===== src/rtl/snoop_receptor_mesi_n.sv =====
// snoop_receptor_mesi_n
//
// Snoop receiver for a small MESI-coherent cache. It keeps a copy of
// NUM_LINHAS line entries (tag, MESI state, data), answers bus snoops
// (readMiss / writeMiss / invalidate) and performs the coherence transition
// on the line that matched. A modified line that is read or write-missed by
// another agent is first written back to memory. The response then tells
// the requester to abort its own memory access.
//
// Optional feature: define SNOOP_CONTADORES_EN to build the saturating hit
// and writeback statistics counters. Without it cont_hits/cont_wb are tied
// to zero and no counter registers exist.
//
// Ports
//   clk, rst_n                     clock, asynchronous active-low reset
//   bus_valid/bus_ready            snoop request handshake
//   bus_op[1:0], bus_tag           01 readMiss, 10 writeMiss, 11 invalidate, 00 no-op
//   set_valid/set_ready            local cache line-entry write handshake
//   set_idx, set_tag,
//   set_estado, set_dado           entry index and contents
//   wb_valid/wb_ready              writeback handshake to memory
//   wb_tag, wb_dado                writeback payload
//   resp_valid                     one-cycle response pulse
//   resp_hit, resp_shared,
//   aborta_acesso_memoria          response flags
//   cont_hits, cont_wb             statistics counters

module snoop_receptor_mesi_n #(
  parameter int NUM_LINHAS = 4,
  parameter int TAG_W      = 8,
  parameter int DATA_W     = 8
) (
  input  logic                          clk,
  input  logic                          rst_n,
  input  logic                          bus_valid,
  output logic                          bus_ready,
  input  logic [1:0]                    bus_op,
  input  logic [TAG_W-1:0]              bus_tag,
  input  logic                          set_valid,
  output logic                          set_ready,
  input  logic [$clog2(NUM_LINHAS)-1:0] set_idx,
  input  logic [TAG_W-1:0]              set_tag,
  input  logic [1:0]                    set_estado,
  input  logic [DATA_W-1:0]             set_dado,
  output logic                          wb_valid,
  input  logic                          wb_ready,
  output logic [TAG_W-1:0]              wb_tag,
  output logic [DATA_W-1:0]             wb_dado,
  output logic                          resp_valid,
  output logic                          resp_hit,
  output logic                          resp_shared,
  output logic                          aborta_acesso_memoria,
  output logic [15:0]                   cont_hits,
  output logic [15:0]                   cont_wb
);

  localparam int IDX_W = $clog2(NUM_LINHAS);

  localparam logic [1:0] OP_NOP = 2'b00;
  localparam logic [1:0] OP_RM  = 2'b01;
  localparam logic [1:0] OP_INV = 2'b11;

  typedef enum logic [1:0] {
    M_I = 2'b00,
    M_S = 2'b01,
    M_E = 2'b10,
    M_M = 2'b11
  } mesi_e;

  typedef enum logic [1:0] {
    OCIOSO,
    BUSCA,
    ESCRITA_WB,
    RESPOSTA
  } fsm_e;

  fsm_e estado_q, estado_d;

  mesi_e             line_est  [NUM_LINHAS];
  logic [TAG_W-1:0]  line_tag  [NUM_LINHAS];
  logic [DATA_W-1:0] line_dado [NUM_LINHAS];

  logic [1:0]        op_q;
  logic [TAG_W-1:0]  tag_q;
  logic              hit_q, shared_q, wb_q;
  logic [TAG_W-1:0]  wb_tag_q;
  logic [DATA_W-1:0] wb_dado_q;

  logic              bus_fire, set_fire;
  logic              match, need_wb;
  logic [IDX_W-1:0]  match_idx;
  mesi_e             match_est;
  logic [TAG_W-1:0]  match_tag;
  logic [DATA_W-1:0] match_dado;

  // Ready signals are gated by rst_n so they read 0 while reset is held.
  // A pending snoop blocks entry writes: snoops win the shared port.
  assign bus_ready = rst_n & (estado_q == OCIOSO);
  assign set_ready = rst_n & (estado_q == OCIOSO) & ~bus_valid;
  assign bus_fire  = bus_valid & bus_ready;
  assign set_fire  = set_valid & set_ready;

  // Scan from the top index down so the lowest matching index is the one
  // left in the result when several valid lines carry the same tag.
  always_comb begin
    match      = 1'b0;
    match_idx  = '0;
    match_est  = M_I;
    match_tag  = '0;
    match_dado = '0;
    for (int i = NUM_LINHAS - 1; i >= 0; i--) begin
      if (line_est[i] != M_I && line_tag[i] == tag_q) begin
        match      = 1'b1;
        match_idx  = IDX_W'(i);
        match_est  = line_est[i];
        match_tag  = line_tag[i];
        match_dado = line_dado[i];
      end
    end
  end

  // Only a dirty line that another agent wants to read or own must be
  // flushed; an invalidate discards the dirty copy without a writeback.
  assign need_wb = match && (match_est == M_M) && (op_q != OP_INV);

  always_ff @(posedge clk or negedge rst_n) begin
    if (!rst_n) begin
      estado_q <= OCIOSO;
    end else begin
      estado_q <= estado_d;
    end
  end

  always_comb begin
    estado_d = estado_q;
    case (estado_q)
      OCIOSO:     if (bus_fire && bus_op != OP_NOP) estado_d = BUSCA;
      BUSCA:      estado_d = need_wb ? ESCRITA_WB : RESPOSTA;
      ESCRITA_WB: if (wb_ready) estado_d = RESPOSTA;
      RESPOSTA:   estado_d = OCIOSO;
      default:    estado_d = OCIOSO;
    endcase
  end

  // Request capture on acceptance and response/writeback capture at the
  // end of the lookup, so the payload stays stable while memory stalls.
  always_ff @(posedge clk or negedge rst_n) begin
    if (!rst_n) begin
      op_q      <= OP_NOP;
      tag_q     <= '0;
      hit_q     <= 1'b0;
      shared_q  <= 1'b0;
      wb_q      <= 1'b0;
      wb_tag_q  <= '0;
      wb_dado_q <= '0;
    end else begin
      if (bus_fire) begin
        op_q  <= bus_op;
        tag_q <= bus_tag;
      end
      if (estado_q == BUSCA) begin
        hit_q     <= match;
        shared_q  <= match && (op_q == OP_RM);
        wb_q      <= need_wb;
        wb_tag_q  <= match_tag;
        wb_dado_q <= match_dado;
      end
    end
  end

  // Line storage. Any hit ends in S on readMiss and in I otherwise. Entry
  // writes can only happen in OCIOSO, so they never collide with the
  // coherence update made when leaving BUSCA. Indices past the last line
  // match no entry and are dropped.
  always_ff @(posedge clk or negedge rst_n) begin
    if (!rst_n) begin
      for (int i = 0; i < NUM_LINHAS; i++) begin
        line_est[i]  <= M_I;
        line_tag[i]  <= '0;
        line_dado[i] <= '0;
      end
    end else begin
      for (int i = 0; i < NUM_LINHAS; i++) begin
        if (estado_q == BUSCA && match && match_idx == IDX_W'(i)) begin
          line_est[i] <= (op_q == OP_RM) ? M_S : M_I;
        end else if (set_fire && set_idx == IDX_W'(i)) begin
          line_est[i]  <= mesi_e'(set_estado);
          line_tag[i]  <= set_tag;
          line_dado[i] <= set_dado;
        end
      end
    end
  end

  assign wb_valid              = (estado_q == ESCRITA_WB);
  assign wb_tag                = wb_tag_q;
  assign wb_dado               = wb_dado_q;
  assign resp_valid            = (estado_q == RESPOSTA);
  assign resp_hit              = resp_valid & hit_q;
  assign resp_shared           = resp_valid & shared_q;
  assign aborta_acesso_memoria = resp_valid & wb_q;

`ifdef SNOOP_CONTADORES_EN
  logic [15:0] cont_hits_q, cont_wb_q;

  // Hits are counted when the response goes out, writebacks when memory
  // accepts them; a request killed by reset contributes to neither.
  always_ff @(posedge clk or negedge rst_n) begin
    if (!rst_n) begin
      cont_hits_q <= '0;
      cont_wb_q   <= '0;
    end else begin
      if (estado_q == RESPOSTA && hit_q && cont_hits_q != 16'hFFFF)
        cont_hits_q <= cont_hits_q + 16'd1;
      if (estado_q == ESCRITA_WB && wb_ready && cont_wb_q != 16'hFFFF)
        cont_wb_q <= cont_wb_q + 16'd1;
    end
  end

  assign cont_hits = cont_hits_q;
  assign cont_wb   = cont_wb_q;
`else
  assign cont_hits = '0;
  assign cont_wb   = '0;
`endif

endmodule

===== config.mk =====
export PLATFORM = sky130hd
export DESIGN_NAME = snoop_receptor_mesi_n
export DESIGN_NICKNAME = d
export VERILOG_FILES = /design/src/rtl/snoop_receptor_mesi_n.sv
export SDC_FILE = /design/constraint.sdc
export NUM_CORES = 1
export LEC_CHECK = 0
export CORE_UTILIZATION = 45
export CTS_CLUSTER_DIAMETER = 150
export DETAILED_ROUTE_END_ITERATION = 10
export GPL_TIMING_DRIVEN = 0
export PLACE_DENSITY = 0.78
export REMOVE_ABC_BUFFERS = 1
export SYNTH_ARGS = -nofsm -noshare
export SYNTH_HDL_FRONTEND = slang
export SYNTH_SLANG_ARGS = --single-unit

===== constraint.sdc =====
create_clock -name clk -period 2.4 [get_ports clk]
set_input_delay 0.48 -clock clk [delete_from_list [all_inputs] [get_ports clk]]
set_output_delay 0.48 -clock clk [all_outputs]
set_load 0.01 [all_outputs]

Yosys cells after proc, flatten, opt, wreduce, memory -nomap -nowiden
Cells that the tools add are included.
- register bits: 103
- input port bits: 35
- output and inout bits: 55
- word-level logic and storage cells: 117
- equal/unequal tests: 18
- multiplexer cells: 33
- bitwise operators: 12
- reductions and logical operators: 34
- operator list (kind ; count):
    $mux W8 ; 8
    $mux W2 ; 18
    $eq A8 B8 Y1 ; 4
    $reduce_bool A2 Y1 ; 9
    $logic_and A1 B1 Y1 ; 17
    $eq A2 B2 Y1 const B ; 7
    $reduce_and A2 Y1 ; 5
    $eq A2 B1 Y1 const B ; 4
    $pmux W2 S4 ; 1
    $and A1 B1 Y1 ; 7
    $logic_not A2 Y1 ; 3
    $mux W1 ; 6
    $not A1 Y1 ; 5
    $ne A2 B1 Y1 const B ; 2
    $ne A2 B2 Y1 const B ; 1

Logic depth before layout (Yosys ltp)
- depth in word-level cells: 11
- gate-level depth with buffers: 9
- gate-level depth less buffers: 8

Worst setup path after synthesis
Ideal clock, no wire load.
- path type: reg2reg
- start: register estado_q[0]
- end: register line_dado[30] (netlist name)
- setup time: 0.125 ns
- arrival: 2.338 ns
- required time: 2.275 ns
- setup slack: -0.063 ns
- stages on the path, launching flop included: 9
- buffers on the path: 1
- period minus slack after synthesis: 2.463 ns
- path through: dfrtp_1 -> inv_1 -> ha_1 -> nand2_1 -> nor3b_2 -> nor3b_1 -> a21boi_2 -> buf_4 -> mux2_2
- cells in the longest elaborated chain, start to end: 6
- elaborated cells on any way between the ends: 10
- those cells by class: eq/ne (1); bitwise (4); reduce/logical (5)
- RTL lines (item ; RTL line ; source):
    from (decl) ; 77 ; fsm_e estado_q, estado_d;
    from (signal assigned) ; 130 ; estado_q <= estado_d;
    $logic_not A2 Y1 ; 99 ; assign set_ready = rst_n & (estado_q == OCIOSO) & ~bus_valid;
    $and A1 B1 Y1 (2 in series) ; 99 ;
    $and A1 B1 Y1 ; 101 ; assign set_fire = set_valid & set_ready;
    $logic_and A1 B1 Y1 ; 186 ; end else if (set_fire && set_idx == IDX_W'(i)) begin
    $reduce_and A2 Y1 (no source line) * ; n/a ;
    to (signal, indexed assignment) ; 189 ; line_dado[i] <= set_dado;
    to (decl) ; 81 ; logic [DATA_W-1:0] line_dado [NUM_LINHAS];
Every way passes the cells marked *; elsewhere a longest branch is shown, timed or not.
A chain may end at the register's enable or synchronous reset.

Final worst setup path
- start: register tag_q[0]
- end: register line_dado[8] (netlist name)
- cells in the longest elaborated chain, start to end: 10
- elaborated cells on any way between the ends: 21
- those cells by class: eq/ne (5); mux (8); bitwise (1); reduce/logical (7)
- RTL lines (item ; RTL line ; source):
    from (decl) ; 84 ; logic [TAG_W-1:0] tag_q;
    from (signal assigned) ; 159 ; tag_q <= bus_tag;
    $eq A8 B8 Y1 ; 112 ; if (line_est[i] != M_I && line_tag[i] == tag_q) begin
    $logic_and A1 B1 Y1 ; 112 ;
    $mux W2 or $mux W1 (tied branches) (4 in series) ; 112 ;
    $eq A2 B2 Y1 or $logic_and A1 B1 Y1 (tied branches) ; 184 ; if (estado_q == BUSCA && match && match_idx == IDX_W'(i)) begin
    $logic_and A1 B1 Y1 * ; 184 ;
    $not A1 Y1 (no source line) * ; n/a ;
    $reduce_and A2 Y1 (no source line) * ; n/a ;
Marks and branches as above.

==> metrics.txt <==
setup violators final 0; initial DRC count 247; wl on met1 5808 µm; FMAX 428.7 MHz; final wirelength 13620 µm; Vias 3988; Vias/cell 5.713; Post-Layout Cell Count 698; most frequent cells in the layout dfrtp_1 (100), mux2_2 (56), clkdlybuf4s50_1 (55), nand2_1 (40), conb_1 (32); H-tree levels 3; post-synthesis mux area share 0.1817; hold buffers post-CTS 0; Tot GR Track Use 0.2138; Die ar. 12690 µm²; Tmin final around 2300 ps; CTS root buf clkbuf_16; number of buffers created by CTS 9; Post-Synthesis Cell Area between 5000 and 6000 µm²; R2R depth 7; Synth cell types 49; fraction of registers with async set/reset 1.000; row count 40; Mapped Cells a little under 500; Die H 112.7 µm; Post-Synth XOR/XNOR Area 0.05086; grt ovf 0; CTS tree yes; Tightest Pin Transition 504.2 ps; RR Endpoint line_dado[8]$_DFFE_PN0P_; Post-Synth Adder-Cell Area 0.01135; Maximum Capacitance Violations 0; peak supply drop 0.5924 mV; crit path launch type register; dominant cell type by area after synthesis dfrtp_1; Clock Latency Late Sink approximately 350 ps; uppermost layer routed met4; Clock transition at path regs 70 ps; I/O pin count 90; PortBufs 57; Routed Antenna Nets 0; wire length on met3 839 µm; commonest non-fill, non-tap cell in the layout dfrtp_1; Post-synth EDFFs 0; synthesized flop and latch total 103; vias in the first global route 4050; antenna violations before repair 0; pin count of the biggest net entering global routing 61; main area contributors after synthesis dfrtp_1 (47%), mux2_2 (11%), mux2_4 (5.4%); largest family of logic cells by synthesized area multiplexers; crit path DAT ~2600 ps; Finished Core Util 0.5572; layout cells sized above 1 0.2940; pwr/cell area 1073 nW/µm²; maximum fanout along the worst path 16; area of the multi-input gates 2738 µm²; Worst Setup EP line_dado[8]$_DFFE_PN0P_; fillcell total 985; placed cells 661; Clock Skew 7.664 ps; Ys Warns 0; ys flop type dfrtp_1; register area 2581 µm²; syn_area_per_cell roughly 11 µm²; Worst Setup Path Type register to register; period utilization 0.9719; post-synth top area share 0.4678; sequential element share of the synthesized area 0.4678; Leak Pwr 2.892 nW; status completed; Data required, critical path 2630 ps; ANT cells 0; metal2 WL 6622 µm; post-DR wirelength/cell between 15 and 20 µm; CP Capture Type register; crit path from tag_q[0]$_DFFE_PN0P_; RD Place Congestion 0.7942; setup slack, reg-to-reg between 60 and 70 ps; CTS sink cnt between 100 and 150; core footprint 11960 µm²; Final Max Slew Viols 0; global-route wire length before repair 20880 µm; Detailed Routing Iterations Pass 1 4; Hold Crit Class primary input to async pin; Fin. Hold Viols 0; Initial Util 0.4607; relative slew slack 0.6616; Max Root-Sink Buffers 2; post-DP HPWL 8090 µm; Post-Synth Simple-Gate Area 0.1206; final net count roughly 590; die width 112.7 µm; Area Growth Syn to Fin 20.96%; DRC Markers 0; Worst R2R Start tag_q[0]$_DFFE_PN0P_; complex-gate fraction of the synthesized area 0.09151
[per-layer routing]
metal | GRT usage | vias to the layer above
met5 | 0 | -
met4 | 0.08444 | 0
met3 | 0.04644 | 26
met2 | 0.3539 | 166
met1 | 0.2736 | 2038
li1 | - | 1758
[worst min path at each step]
stage | start | end | slack, ps | cells past startpoint
3_3_place_gp | line_dado[20]$_DFFE_PN0P_ | line_dado[20]$_DFFE_PN0P_ | 480 | 1
5_1_grt | rst_n | wb_dado[4]$_DFFE_PN0P_ | 100 | 1
3_5_place_dp | line_dado[22]$_DFFE_PN0P_ | line_dado[22]$_DFFE_PN0P_ | 490 | 1
4_1_cts | rst_n | line_dado[29]$_DFFE_PN0P_ | 70 | 1
6_report | rst_n | line_tag[31]$_DFFE_PN0P_ | 60 | 1
2_1_floorplan | rst_n | estado_q[0]$_DFFE_PN0P_ | 180 | 0
[report_power, final]
group,switching [mW],internal [mW]
clock,0.665,0.736
sequential,0.579,2.38
combinational,1.38,1.42
total,2.62,4.53
[flip-flops by register name (all words and copies together) (netlist names)]
name and flops:
estado_q 2, hit_q 1, line_dado 32, line_est 8
line_tag 32, op_q 2, shared_q 1, tag_q 8
wb_dado 8, wb_q 1, wb_tag 8
[cells in the mapped netlist, types with 3 or more instances]
cell and n:
a31oi_1 17, a31o_2 14, o21ai_0 18, buf_6 3
inv_1 4, buf_2 9, nor4_4 3, mux2i_1 7
mux2_4 20, nor2_1 32, xnor2_1 16, mux2_2 56
buf_4 37, nand3_1 20, ha_1 5, nand2_1 41
a21oi_1 8, xor2_1 16, and2_1 5, nand4_1 4
clkbuf_1 11, dfrtp_1 103, nor3_2 3
[worst max-delay path, cell delays in order, from the launching register on]
cell     delay [ps]
dfrtp_1         470
xnor2_1         210
nand3_1         220
nor3_4          400
nor3_4          110
nor3_4          220
buf_12          210
mux2_2          360
[cell families (layout without fill, tap and decap cells)]
group / count (synthesis) / in the layout
simple gates: 124 / 125
xor+xnor: 32 / 32
fa+ha+maj: 5 / 5
other cells: 1 / 32
mux: 83 / 83
buf+inv: 65 / 99
compound gates: 72 / 72
flops: 103 / 103
[area by class of cell]
cell class              count  share of cell area
multi-input cells         349              0.4107
well taps                 147             0.02760
repair buffers             79              0.1299
clock buffers              10             0.03586
flip-flops and latches    103              0.3873
clock inverters             6            0.006383
inverters                   4            0.002253
[what timing repair did]
item | in CTS | in global routing
gates resized for setup | 16 | 11
gates cloned | 0 | 1
endpoints found under the setup margin | 83 | 71
pin swaps | 5 | 9
hold endpoints to repair | 0 | 0
buffers inserted | 12 | 8
[stage by stage]
stage / TNS (ps) / area [µm²] / setup slack [ps] / hold slack, ps / power (mW)
6_report: 0 / 6665 / 67.42 / 61.82 / 7.150
5_1_grt: -15.20 / 6665 / -7.206 / 95.85 / 7.533
4_1_cts: 0 / 6530 / 0.8598 / 68.86 / 6.929
3_5_place_dp: -53850 / 6028 / -1167 / 491.1 / 5.403
3_3_place_gp: -659850 / 5979 / -4761 / 481.0 / 5.257
2_1_floorplan: -8543 / 5225 / -162.6 / 184.4 / 4.480
(Power assumes the default switching activity.)
